[config.mk]
export PLATFORM = sky130hd
export DESIGN_NAME = mem_arbiter
export DESIGN_NICKNAME = d
export VERILOG_FILES = /design/src/rtl/mem_arbiter.sv
export SDC_FILE = /design/constraint.sdc
export NUM_CORES = 1
export LEC_CHECK = 0
export CAP_MARGIN = 20
export CORE_AREA = 2 2 343 345
export CTS_CLUSTER_SIZE = 28
export DETAILED_ROUTE_END_ITERATION = 7
export DIE_AREA = 0 0 345 347
export GPL_ROUTABILITY_DRIVEN = 0
export GPL_TIMING_DRIVEN = 1
export PLACE_DENSITY = 0.46
export SYNTH_ARGS = -nofsm -noshare
export SYNTH_HDL_FRONTEND = slang
export SYNTH_SLANG_ARGS = --single-unit
[constraint.sdc]
create_clock -name clock -period 2.1 [get_ports clock]
set_input_delay 0.315 -clock clock [delete_from_list [all_inputs] [get_ports clock]]
set_output_delay 0.315 -clock clock [all_outputs]
set_load 0.01 [all_outputs]
[src/rtl/mem_arbiter.sv]
// Two-requester round-robin arbiter in front of a single memory port.
// One transaction at a time: IDLE (grant) -> BUSY (memory handshake or timeout) -> RESP (completion pulse).
module mem_arbiter #(
  parameter int TIMEOUT = 64
) (
  input  logic         clock,
  input  logic         reset,
  input  logic         req0_valid,
  input  logic         req0_rw,
  input  logic [31:0]  req0_addr,
  input  logic [127:0] req0_dataout,
  output logic [127:0] req0_datain,
  output logic         req0_ready,
  output logic         req0_err,
  input  logic         req1_valid,
  input  logic         req1_rw,
  input  logic [31:0]  req1_addr,
  input  logic [127:0] req1_dataout,
  output logic [127:0] req1_datain,
  output logic         req1_ready,
  output logic         req1_err,
  output logic [31:0]  mem_req_addr,
  output logic [127:0] mem_req_dataout,
  output logic         mem_req_rw,
  output logic         mem_req_valid,
  input  logic [127:0] mem_req_datain,
  input  logic         mem_req_ready
);

  typedef enum logic [1:0] {IDLE, BUSY, RESP} state_t;

  localparam logic [7:0] CNT_LAST = 8'(TIMEOUT - 1);

  state_t       state, state_nxt;
  logic         any_valid, grant, timeout_hit;
  logic         winner, last_served, err_flag;
  logic [7:0]   busy_cnt;
  logic [31:0]  lat_addr;
  logic         lat_rw;
  logic [127:0] lat_data;

  assign any_valid   = req0_valid | req1_valid;
  // A tie goes to whoever was not served last; a lone requester always wins.
  assign grant       = (req0_valid & req1_valid) ? ~last_served : req1_valid;
  assign timeout_hit = (busy_cnt == CNT_LAST) & ~mem_req_ready;

  // NOTE: sequential state uses non-blocking assignments so every flop samples pre-edge values.
  always_ff @(posedge clock) begin
    if (reset) state <= IDLE;
    else       state <= state_nxt;
  end

  always_comb begin
    state_nxt = state;
    unique case (state)
      IDLE:    if (any_valid) state_nxt = BUSY;
      BUSY:    if (mem_req_ready || timeout_hit) state_nxt = RESP;
      RESP:    state_nxt = IDLE;
      default: state_nxt = IDLE;
    endcase
  end

  // NOTE: every output gets a default first so no path through the case can infer a latch.
  always_comb begin
    mem_req_valid   = 1'b0;
    mem_req_rw      = 1'b0;
    mem_req_addr    = '0;
    mem_req_dataout = '0;
    req0_ready      = 1'b0;
    req1_ready      = 1'b0;
    req0_err        = 1'b0;
    req1_err        = 1'b0;
    unique case (state)
      BUSY: begin
        mem_req_valid   = 1'b1;
        mem_req_rw      = lat_rw;
        mem_req_addr    = lat_addr;
        mem_req_dataout = lat_data;
      end
      RESP: begin
        req0_ready = ~winner;
        req1_ready = winner;
        req0_err   = ~winner & err_flag;
        req1_err   = winner & err_flag;
      end
      default: ;
    endcase
  end

  // NOTE: the wide datapath registers are reset too, because their zero value is architecturally visible.
  always_ff @(posedge clock) begin
    if (reset) begin
      busy_cnt    <= '0;
      err_flag    <= 1'b0;
      last_served <= 1'b1;
      winner      <= 1'b0;
      lat_addr    <= '0;
      lat_rw      <= 1'b0;
      lat_data    <= '0;
      req0_datain <= '0;
      req1_datain <= '0;
    end else begin
      unique case (state)
        IDLE: if (any_valid) begin
          winner   <= grant;
          lat_addr <= grant ? req1_addr    : req0_addr;
          lat_rw   <= grant ? req1_rw      : req0_rw;
          lat_data <= grant ? req1_dataout : req0_dataout;
          busy_cnt <= '0;
          err_flag <= 1'b0;
        end
        BUSY: begin
          busy_cnt <= busy_cnt + 8'd1;
          // Ready wins over a coincident timeout; an abort leaves read data untouched.
          if (mem_req_ready) begin
            if (!lat_rw) begin
              if (winner) req1_datain <= mem_req_datain;
              else        req0_datain <= mem_req_datain;
            end
          end else if (timeout_hit) begin
            err_flag <= 1'b1;
          end
        end
        RESP:    last_served <= winner;
        default: ;
      endcase
    end
  end

endmodule

# ---- Word level (Yosys, flattened, before mapping)
# Cells that the tools add are included.
dict set report classes {
  n_mux 21
  n_reduce_logical 9
  eq_ne 7
  n_addsub 1
  bitwise_logic 9
  magnitude_cmp 0
  multipliers 0
  n_shift 0
  div_mod_pow 0
}
# operator count
set op_table {}
lappend op_table {{$mux W128} 2}
lappend op_table {{$mux W32} 2}
lappend op_table {{$pmux W8 S2} 1}
lappend op_table {{$reduce_and A4 Y1} 3}
lappend op_table {{$mux W1} 11}
lappend op_table {{$add A8 B1 Y8 const B} 1}
lappend op_table {{$eq A8 B6 Y1 const B} 1}
lappend op_table {{$mux W8} 1}
lappend op_table {{$ne A2 B2 Y1 const B} 4}
lappend op_table {{$reduce_and A2 Y1} 3}
lappend op_table {{$and A1 B1 Y1} 4}
lappend op_table {{$mux W2} 2}
lappend op_table {{$not A1 Y1} 4}
lappend op_table {{$pmux W2 S2} 1}
lappend op_table {{$eq A2 B1 Y1 const B} 1}
lappend op_table {{$eq A2 B2 Y1 const B} 1}
lappend op_table {{$logic_not A2 Y1} 1}
lappend op_table {{$pmux W1 S2} 1}
lappend op_table {{$reduce_bool A2 Y1} 1}
lappend op_table {{$logic_or A1 B1 Y1} 1}
lappend op_table {{$or A1 B1 Y1} 1}
dict set report totals {
  romBits 0
  input_bits 455
  latch_bits 0
  mem_count 0
  elab_cells 57
  output_inout_bits 422
  ram_bits 0
  reg_bits 430
}

# ---- Longest topological paths before layout
dict set report depth {
  depth_word 5
  ltp_mapped 6
}

# ---- Worst setup path after synthesis
# OpenSTA, ideal clock, no wires.
dict set report synth_timing {
  path_kind {flip-flop to output port}
  startpoint {reg state[1]}
  endpoint {out mem_req_addr[0]}
  path_buffers 3
  path_stages_with_launch 7
  required_ns 1.785
  arrival_ns 1.281
  slack_ns 0.504
  cell_sequence {dfxtp_1 > nand2b_1 > buf_2 > inv_2 > buf_2 > clkbuf_1 > and2_1}
}
dict set report synth_via {
  elab_chain_cells 2
}
# element line
set synth_rtl {}
lappend synth_rtl {{start, declared} 34} ;# state_t state, state_nxt;
lappend synth_rtl {{start signal, assigned} 50} ;# else state <= state_nxt;
lappend synth_rtl {{$eq A2 B1 Y1} 73} ;# unique case (state)
lappend synth_rtl {{$mux W32} 73}
lappend synth_rtl {{end, declared} 22} ;# output logic [31:0] mem_req_addr,
# Every way passes these cells.

# ---- Worst setup path in the final report
dict set report layout_timing {
  startpoint {reg state[1]}
  endpoint {out mem_req_addr[18]}
}
# The elaborated chain is that of the path after synthesis.

==> results.md <==
* Final critical-path share of the clock period at 1.078
* Via count at 20.04k
* Largest net degree at the start of global routing at 127
* Hold Path Class: primary input to flop
* Root Buffer Master: clkbuf_16
* Initial antenna violation count at 41
* Height of the chip at 347 um
* Top post-synthesis cells by area: dfxtp_1 45%, a21oi_1 11%, mux2i_1 8.5%, nand3_1 6.8%, o21ai_0 6.8%
* Overall routing resource usage at 0.1555
* Vias in the first global route at 19.75k
* Htree depth at 2
* Avg Synthesized Cell Area at 8.805 um^2
* Latest clock arrival within the worst-skew pair at 650 ps
* I/O Buffers at 876
* Met1 GRT Util at 0.1886
* Min cycle time layout at 2263 ps
* Static leakage at 11.46 nW
* Crit Path Class: flop to primary output
* Maximum vdd drop at 0.0006646 V
* Die area at 0.1197 mm^2
* Starting Density at 0.1644
* Layout cell share with drive strength beyond 1 at 0.1766
* Failing checks: negative setup slack
* Routing usage on met2 at 0.2481
* TritonCTS Buffers at 57
* Most frequent CP cell: buf_4
* Worst setup margin at -162.9 ps
* Syn Nets at 2617
* CP startpoint: state[1]
* Cell count after synthesis at 2161
* DRT Wirelength at 99.38 mm
* CP endpoint kind: primary output
* Post-DP Area at 0.02995 mm^2
* # rows at 125
* Critical-path top delay cell: dfxtp_2
* CP delay by family, top: buffers and inverters
* CP Launch Type: flop
* Area added between synthesis and finish at 69.36%
* CTS tree: done
* Design area at 0.03222 mm^2
* Clock transition at the registers of the reported paths at 60 ps
* Drt first pass iters at 5
* Slew Limit Fails at 0
* Max Fclk at 0.4419 GHz
* Final ANT Viol Nets at 0
* Crit Path Max Fanout at 12
* Status: finished, violations left
* Via-to-Cell Ratio at 4.380
* Cell Chain, Critical Path: nand2b_4 > clkinv_8 > buf_4 > buf_12 > buf_4 > and2_1 > buf_2
* Chip Width at 345 um
* Final count of negative-setup-slack endpoints at 130
* Finished Core Util at 0.2784
* Post-synthesis cell area at 0.01903 mm^2
* Gr busiest metal: met2
* Count of different cell masters after synthesis at 38
* Max_slew headroom at 0.5820
* DP HPWL at 71.55 mm
* 1st-iter DRT viols at 1151
* Drc violations at 0
* Area leader, netlist: dfxtp_1
* Ports at 877
* Core ar. at 0.1157 mm^2
* Gr ovfl total at 0
* Register area share after synthesis at 0.4524
* Drt wl/cell at 21.72 um
* RSZ-0062 raised after global routing: true
* Buf/Inv on CP at 5
* Max-cap violation count at 0
* Endpoints failing hold at 0
* GR met3 Demand/Resource at 0.05759
* Count of nets after finishing at 3438
* R2R Path Start: winner
* Clock skew at 41.60 ps
* Sink Count at 430
* Worst EP required at 1780 ps
* YS warnings at 0
* Maximum clock path buffer count at 3
* Worst-margin pin slew at 626.9 ps
* HP Start: reset
* Critical Path AT at 1950 ps
* Synth top area share at 0.4524
* First-pass GRT wire length at 140.0 mm
* Power Density at 735.7 mW/mm^2
* Synth Register Bits at 430
* Worst path max stage delay at 320 ps
[cell families after synthesis]
kind of cell | Yosys count | share of synthesized area
buffers and inverters | 255 | 0.06477
multiplexers | 163 | 0.08588
AND/OR/NAND/NOR | 453 | 0.1310
adder cells (fa/ha/maj) | 1 | 0.0006575
flip-flops | 430 | 0.4524
AO/OA/AOI/OAI | 859 | 0.2653
[placed cells by master (no fill, tap or decap), drive strengths merged, types with 19 or more instances in the layout]
cell           instances
buf                  277
and2                 164
a21oi                425
a211oi               162
mux2i                161
diode                 22
o21ai                258
clkdlybuf4s50        708
clkbuf                96
dfxtp                430
nand3                259
clkinv                19
[timing repair]
item | in CTS | in global routing
pin swaps | 2 | 24
cloned | 2 | 5
hold buffers | 0 | 0
buffers inserted | 16 | 3
endpoints found under the setup margin | 167 | 170
gates resized for setup | 517 | 319
[worst paths after layout]
kind,end,slack (ps),cells past startpoint
hold reg to reg,req1_datain[14],470,2
setup / recovery,mem_req_addr[18],-160,7
hold / removal,req1_datain[11],40,2
setup reg to reg,req1_datain[36],160,5
[Yosys cell counts]
library cell / instances
mux2i_1: 161
and3_1: 2
a311oi_1: 3
buf_4: 17
mux2_2: 2
nand4_1: 1
inv_2: 2
a21boi_2: 1
nor2_1: 7
and2_1: 164
nor3b_1: 1
nor2_4: 1
or2_2: 2
clkbuf_1: 140
buf_6: 12
nand2b_1: 5
nand2_1: 5
buf_8: 3
inv_1: 1
o21ai_0: 258
a31oi_1: 2
a41oi_1: 2
o41ai_1: 1
a21oi_1: 425
ha_1: 1
and4bb_1: 1
a211o_1: 1
nand3_1: 259
o211ai_1: 2
buf_1: 10
nand4bb_1: 1
o21ba_2: 1
nor3_1: 4
o21a_1: 1
a211oi_2: 59
buf_2: 70
a211oi_1: 103
dfxtp_1: 430
[area by class of cell]
cell class,count,area (um^2)
antenna,22,55.05
timing repair buffer,1014,10270
fill,12480,83510
tap,1524,1907
sequential,430,8615
multi-input combinational,1476,9407
clock inverter,28,332.8
clock buffer,79,1609
inverter,3,31.28
[registers in the layout, indices dropped and copies added (netlist names)]
name / count
busy_cnt: 8
err_flag: 1
last_served: 1
lat_addr: 32
lat_data: 128
lat_rw: 1
req0_datain: 128
req1_datain: 128
state: 2
winner: 1
[through the flow]
step / total power [mW] / setup TNS, ps / setup WS, ps / hold WS [ps] / std cells
after detailed placement: 13.61 / -52690 / -513.4 / 465.7 / 4425
after floorplan: 11.07 / 0 / 503.8 / 457.5 / 2161
after global routing: 24.76 / -23720 / -256.1 / 35.42 / 4570
after CTS: 23.95 / -37450 / -475.3 / 41.83 / 4550
final: 23.71 / -10860 / -162.9 / 39.22 / 4576
after global placement: 13.61 / -52760 / -537.6 / 460.1 / 4425
[layer usage]
metal	vias up	part of all wire
li1	9510	-
met4	30	0.034
met1	9595	0.42
met5	-	0.0020
met2	734	0.46
met3	173	0.086
[power breakdown]
part / total, mW / leakage, nW / switching, mW / internal [mW]
Combinational: 4.71 / 6.99 / 2.35 / 2.36
Sequential: 8.91 / 3.52 / 0.252 / 8.65
Clock: 10.1 / 0.953 / 4.20 / 5.89
Total: 23.7 / 11.5 / 6.80 / 16.9
No activity file was read; power rests on OpenSTA's default activity.
